--- src/rtl/turn_queue.sv ---
// rtl/turn_queue.sv - direction press queue between button debouncers and snek core
module turn_queue #(
   parameter int          DEPTH    = 4,
   parameter logic [1:0]  INIT_DIR = 2'd3
) (
   input  logic                     clk,
   input  logic                     rst,
   input  logic [3:0]               buttons,
   input  logic                     step,
   input  logic                     clear,
   output logic [1:0]               dir,
   output logic [$clog2(DEPTH):0]   count,
   output logic                     pending,
   output logic                     dropped
);

   localparam int AW = $clog2(DEPTH);
   localparam int CW = AW + 1;

   logic [1:0]    mem [DEPTH];
   logic [AW-1:0] head;
   logic [AW-1:0] tail;
   logic [1:0]    cand;
   logic [1:0]    last;
   logic          single;
   logic          accept;
   logic          reject;
   logic          pop;
   logic [CW-1:0] count_nxt;

   // Decode the press and decide accept/reject against the newest queued heading.
   always_comb begin
      cand = 2'd0;
      case (buttons)
         4'b1000: cand = 2'd0;
         4'b0100: cand = 2'd1;
         4'b0010: cand = 2'd2;
         4'b0001: cand = 2'd3;
         default: cand = 2'd0;
      endcase
      single    = (buttons != 4'd0) && ((buttons & (buttons - 4'd1)) == 4'd0);
      last      = (count != '0) ? mem[tail - AW'(1)] : dir;
      // Perpendicular turns differ in the vertical/horizontal bit; a full queue
      // refuses presses even when a step frees a slot in the same cycle.
      accept    = single && (cand[1] != last[1]) && (count != CW'(DEPTH));
      reject    = (buttons != 4'd0) && !accept;
      pop       = step && (count != '0);
      count_nxt = count + CW'(accept) - CW'(pop);
   end

   // Queue storage; contents are only read while count says they are valid.
   always_ff @(posedge clk) begin
      if (!clear && accept)
         mem[tail] <= cand;
   end

   // Pointers, count, heading and reject pulse; clear overrides push and step.
   always_ff @(posedge clk or posedge rst) begin
      if (rst) begin
         head    <= '0;
         tail    <= '0;
         count   <= '0;
         pending <= 1'b0;
         dir     <= INIT_DIR;
         dropped <= 1'b0;
      end else if (clear) begin
         head    <= '0;
         tail    <= '0;
         count   <= '0;
         pending <= 1'b0;
         dir     <= INIT_DIR;
         dropped <= 1'b0;
      end else begin
         if (accept)
            tail <= tail + AW'(1);
         if (pop) begin
            dir  <= mem[head];
            head <= head + AW'(1);
         end
         count   <= count_nxt;
         pending <= (count_nxt != '0);
         dropped <= reject;
      end
   end

endmodule

--- config.mk ---
export PLATFORM = sky130hd
export DESIGN_NAME = turn_queue
export DESIGN_NICKNAME = d
export VERILOG_FILES = /design/src/rtl/turn_queue.sv
export SDC_FILE = /design/constraint.sdc
export NUM_CORES = 1
export LEC_CHECK = 0
export BUFFER_PORTS_ARGS = -buffer_cell sky130_fd_sc_hd__buf_4
export CAP_MARGIN = 20
export CELL_PAD_IN_SITES_DETAIL_PLACEMENT = 0
export CELL_PAD_IN_SITES_GLOBAL_PLACEMENT = 1
export CORE_MARGIN = 1.5
export CORE_UTILIZATION = 40
export CTS_BUF_LIST = sky130_fd_sc_hd__clkbuf_8
export CTS_CLUSTER_SIZE = 20
export DETAILED_ROUTE_END_ITERATION = 10
export PLACE_DENSITY = 0.76
export SLEW_MARGIN = 20
export SYNTH_ARGS = -nofsm -noshare
export SYNTH_HDL_FRONTEND = slang
export SYNTH_SLANG_ARGS = --single-unit
--- constraint.sdc ---
create_clock -name clk -period 9.7 [get_ports clk]
set_input_delay 1.94 -clock clk [delete_from_list [all_inputs] [get_ports clk]]
set_output_delay 1.94 -clock clk [all_outputs]
set_load 0.005 [all_outputs]
# Yosys cells after proc, flatten, opt, wreduce, memory -nomap -nowiden
# Memories as Yosys holds them, arrays and structs flattened.
# Index checks and enable logic that the tools add are counted.
dict set report word_totals {
  register_bits 11
  ram_bits 8
  input_bits 8
  out_inout_bits 7
  wordCells 46
  mem_count 1
}
# name depth word_bits read_ports rd_clocked_by_memory_dff write_ports line
set mem_list {}
lappend mem_list {mem 4 2 2 0 1 20} ;# logic [1:0] mem [DEPTH];
dict set report op_classes {
  eq_ne 5
  n_reduce_logical 14
  muxes 13
  n_addsub 6
  n_bitwise 1
}
# cell n
set op_table {}
lappend op_table {{two-way mux 2 bit} 7}
lappend op_table {{logical AND 1 bit} 6}
lappend op_table {{one-hot mux 2 bit (3 select lines)} 1}
lappend op_table {{nonzero test 3 bit} 2}
lappend op_table {{adder 2 x 1 -> 2 bit (second input constant)} 2}
lappend op_table {{AND 4 bit} 1}
lappend op_table {{equality test 4 x 1 -> 1 bit (second input constant)} 1}
lappend op_table {{equality test 4 x 2 -> 1 bit (second input constant)} 1}
lappend op_table {{equality test 4 x 3 -> 1 bit (second input constant)} 1}
lappend op_table {{logical NOT 4 bit} 1}
lappend op_table {{two-way mux 1 bit} 4}
lappend op_table {{nonzero test 2 bit} 2}
lappend op_table {{nonzero test 4 bit} 1}
lappend op_table {{subtractor 4 x 1 -> 4 bit (second input constant)} 1}
lappend op_table {{adder 3 x 1 -> 3 bit} 1}
lappend op_table {{two-way mux 3 bit} 1}
lappend op_table {{inequality test 3 bit (second input constant)} 1}
lappend op_table {{subtractor 3 x 1 -> 3 bit} 1}
lappend op_table {{logical NOT 1 bit} 2}
lappend op_table {{subtractor 2 x 1 -> 2 bit (second input constant)} 1}
lappend op_table {{inequality test 1 bit} 1}

# Longest topological paths before layout
dict set report logic_depth {
  ltp_word 10
  mapped_depth 14
  mapped_depth_nobuf 14
}

# Worst setup path before layout
# No wires, ideal clock.
dict set report synth_timing {
  path_type {input port to flip-flop}
  from {in buttons[2]}
  to {reg pending}
  path_buffers 0
  cell_stages 12
  setup_slack_ns 5.333
  setup_ns 0.143
  arrival_ns 4.224
  t_required_ns 9.557
  path_cell_list {or2_1 o21ba_1 or2_2 o21ai_4 ha_1 inv_1 ha_1 inv_1 fa_1 xor2_1 xnor2_1 a31oi_1}
}
dict set report synth_via {
  elab_chain_cells 10
  word_cells_on_any_way 16
}
# item line
set synth_lines {}
lappend synth_lines {{from (decl)} 8} ;# input logic [3:0] buttons,
lappend synth_lines {{subtractor 4 x 1 -> 4 bit} 41} ;# single = (buttons != 4'd0) && ((buttons & (buttons - 4'd1)) == 4'd0);
lappend synth_lines {{AND 4 bit} 41}
lappend synth_lines {{logical NOT 4 bit} 41}
lappend synth_lines {{logical AND 1 bit} 41}
lappend synth_lines {{logical AND 1 bit (*) (2 in a row)} 45} ;# accept = single && (cand[1] != last[1]) && (count != CW'(DEPTH));
lappend synth_lines {{adder 3 x 1 -> 3 bit (*)} 48} ;# count_nxt = count + CW'(accept) - CW'(pop);
lappend synth_lines {{subtractor 3 x 1 -> 3 bit (*)} 48}
lappend synth_lines {{nonzero test 3 bit (*)} 81} ;# pending <= (count_nxt != '0);
lappend synth_lines {{two-way mux 1 bit (*)} 66} ;# end else if (clear) begin
lappend synth_lines {{to (signal assigned)} 81}
lappend synth_lines {{to (decl)} 13} ;# output logic pending,
# Every way passes the cells marked *; elsewhere a longest branch is shown, timed or not.
# A chain may end at the register's enable or synchronous reset.

# Worst setup path after layout
# Ends and elaborated chain as after synthesis.

==> impl_metrics.yaml <==
critical_path:
  r2r_cells: 14
  crit_path_max_fanout: 6
  r2r_end: "pending$_DFF_PP0_"
  end_kind: "flip-flop"
  r2r_slack_ns: 6.31
  crit_path_start_kind: "primary input"
  r2r_start: "tail[0]$_DFFE_PP0P_"
  criticalPathCategory: "primary input to flip-flop"
  cp_data_required_time_ns: 9.84
  cp_data_arrival_time_ns: 4.55
worst_hold_path:
  hold_end: "dir[0]$_DFFE_PP1P_"
  hp-start: "dir[0]$_DFFE_PP1P_"
  hp-class: "flip-flop to flip-flop"
  whs_path_depth: 2
floorplanning:
  die_w_um: 56.3
  io_pins: 15
  fp.coreArea_sq_um: 2730
  dieArea_sq_um: 3170
  die_h_um: 56.3
  start_util_pct: 41.6
  rows: 19
pwr:
  power_mw: 0.324
  peakVddDrop_mv: 0.154
  p_leak_nw: 0.540
  powerDensity_nw_per_um2: 245
cells_and_area:
  diodes: 0
  nets: 130
  drive_above_1_share_pct: 28.1
  area_growth_pct: 16.4
  stdcell_area_sq_um: 1320
grt:
  grt_max_degree: 18
  grt_pass1_vias: 769
  grt_usage_pct: 14.8
  grt_pass1_wl_um: 3620
  antenna_found_initial: 0
  grt-ovfl-total: 0
sta:
  setup_tns_ns: 0
  final.setup.worst_slack_ns: 5.29
  finClkSkew_ns: 0.00157
  tightestPinTransition_ns: 0.470
  rsz0062_at_grt: "false"
  setup_violations: 0
  slew_violations: 0
  fin_crit_sh_pct: 45.5
  timing.hold.ws_ns: 0.490
  min_period_ns: 4.41
  timing.fmax_mhz: 227
  timing_hold_violations_final: 0
  slew-limit-headroom_pct: 68.4
synthesis:
  yosysWarningCount: 0
  yosysSeqAreaShare_pct: 45.6
  ys_seq_elements: 19
  syn_avg_cell_area_sq_um: 11.7
  syn_area_sq_um: 1140
  syn_nets: 112
  synthDistinctLibCells: 37
  synth_cells: 97
routing:
  antenna_left: 0
  route.detailed.drc: 0
  detail_route.wl_per_cell_um: 14.5
  viasPerCell: 5.41
  drtIter0Drc: 26
  wl_um: 2110
  via_count: 785
  detail_route.first_pass.iterations: 4
placed_design:
  dpl_worst_slack_ns: 5.02
  dp.final_hpwl_um: 1590
  gp_congestion: 0.771
  placed_area_sq_um: 1280
  port_buffers: 14
clock_network:
  cts_sinks: 19
  cts-root-buf: "clkbuf_8"
  postCtsSetupRepairBufs: 0
  cts_tree: "yes"
  path_clk_slew_ns: 0.07
  tritoncts.num_buffers: 3
  clock_latency_ns: 0.25
  postCtsHoldBufs: 0
  ctsResizeCount: 0
  clockBufferDepth: 2
  htreeDepth: 1
job:
  max_cap_viol_count: 0
run_status:
  outcome: "finished, final reports clean"
==> report_power, final <==
group	switching, mW	total [mW]	internal, mW
clock network	0.0265	0.0551	0.0285
logic	0.0741	0.145	0.0714
registers	0.0210	0.124	0.103
==> cell usage in the layout, fill, tap and decap left out, types with 3 or more instances in the layout <==
| master | count |
|---|---|
| inv_1 | 8 |
| edfxtp_1 | 8 |
| buf_4 | 14 |
| clkbuf_8 | 3 |
| nor3_1 | 3 |
| nor3b_2 | 4 |
| xnor2_1 | 5 |
| a21oi_1 | 3 |
| nor2_1 | 7 |
| mux4_2 | 3 |
| nand2_1 | 6 |
| ha_1 | 6 |
| dfrtp_1 | 9 |
==> routing by layer <==
| metal | track usage (%) | up-vias | share of wire [%] |
|---|---|---|---|
| met5 | 0 | - | 0 |
| met4 | 5.10 | 0 | 1.4 |
| met3 | 2.07 | 4 | 2.4 |
| li1 | - | 381 | - |
| met1 | 19.8 | 385 | 49 |
| met2 | 24.5 | 15 | 47 |
==> through the flow <==
stage | instances | util [%]
after global placement | 141 | 46.7
after CTS | 145 | 48.4
after detailed placement | 141 | 46.7
final | 145 | 48.4
after floorplan | 97 | -
after global routing | 145 | 48.4
==> kinds of logic after synthesis <==
kind of cell	after synthesis	share of synthesized area, %
buffers and inverters	9	2.97
muxes	4	6.83
and+or+nand+nor	37	20.9
AOI/OAI and AO/OA	14	9.91
xor gates and xnor gates	7	5.40
DFF	19	45.6
adders and majority gates	7	8.37
==> flip-flops by register name, summed over array words and instances (netlist names) <==
name / count
count: 3
dir: 2
dropped: 1
head: 2
mem: 8
pending: 1
tail: 2
==> critical path: stages <==
cell and delay (ns):
buf_4 0.12, or2_1 0.29, o21ba_1 0.22, or2_2 0.35, o21ai_4 0.28, ha_1 0.28
inv_1 0.06, ha_1 0.13, inv_1 0.04, fa_1 0.37, xor2_1 0.16, xnor2_1 0.19
a31oi_1 0.11
==> worst max path at each step <==
stage / start / end / slack [ns] / cells after the start
floorplan: buttons[2] / pending$_DFF_PP0_ / 5.33 / 12
global placement: buttons[2] / pending$_DFF_PP0_ / 5.10 / 13
detailed placement: buttons[2] / pending$_DFF_PP0_ / 5.02 / 13
CTS: buttons[2] / pending$_DFF_PP0_ / 5.27 / 13
global route: buttons[2] / pending$_DFF_PP0_ / 5.15 / 13
finish: buttons[2] / pending$_DFF_PP0_ / 5.29 / 13
==> synth_stat cells <==
master | instances | share of area, %
edfxtp_1 | 8 | 21
or2b_1 | 1 | 0.66
fa_1 | 1 | 1.8
mux2i_1 | 1 | 0.88
o21ai_0 | 1 | 0.44
or3_1 | 2 | 1.1
or3_4 | 1 | 0.99
nand3b_1 | 2 | 1.3
or4b_1 | 1 | 0.88
xor2_1 | 2 | 1.5
or2_1 | 2 | 1.1
dfrtp_1 | 9 | 20
nand2_1 | 6 | 2.0
nor3_1 | 3 | 1.3
a21oi_1 | 3 | 1.3
a31oi_1 | 2 | 1.1
buf_1 | 1 | 0.33
mux4_2 | 3 | 5.9
nor3b_1 | 1 | 0.66
nor3b_2 | 4 | 4.4
or2_2 | 1 | 0.55
a211oi_1 | 1 | 0.66
o31ai_1 | 1 | 0.66
nand3_1 | 2 | 0.88
dfstp_2 | 2 | 4.6
o21ai_4 | 1 | 1.4
o21ai_1 | 1 | 0.44
ha_1 | 6 | 6.6
nand2_4 | 1 | 0.99
inv_1 | 8 | 2.6
nand2b_1 | 2 | 1.1
a21oi_4 | 1 | 1.4
o221ai_1 | 2 | 1.5
o21ba_1 | 1 | 0.88
xnor2_1 | 5 | 3.9
or4_1 | 1 | 0.66
nor2_1 | 7 | 2.3
==> area by class of cell <==
type | count | area, sq um
clock inverters | 1 | 5.00
fillers | 253 | 1410
clock buffers | 3 | 41.3
repair buffers | 14 | 105
well taps | 31 | 38.8
multi-input cells | 69 | 584
flip-flops and latches | 19 | 518
inverters | 8 | 30.0
No activity file was read; power rests on OpenSTA's default activity.
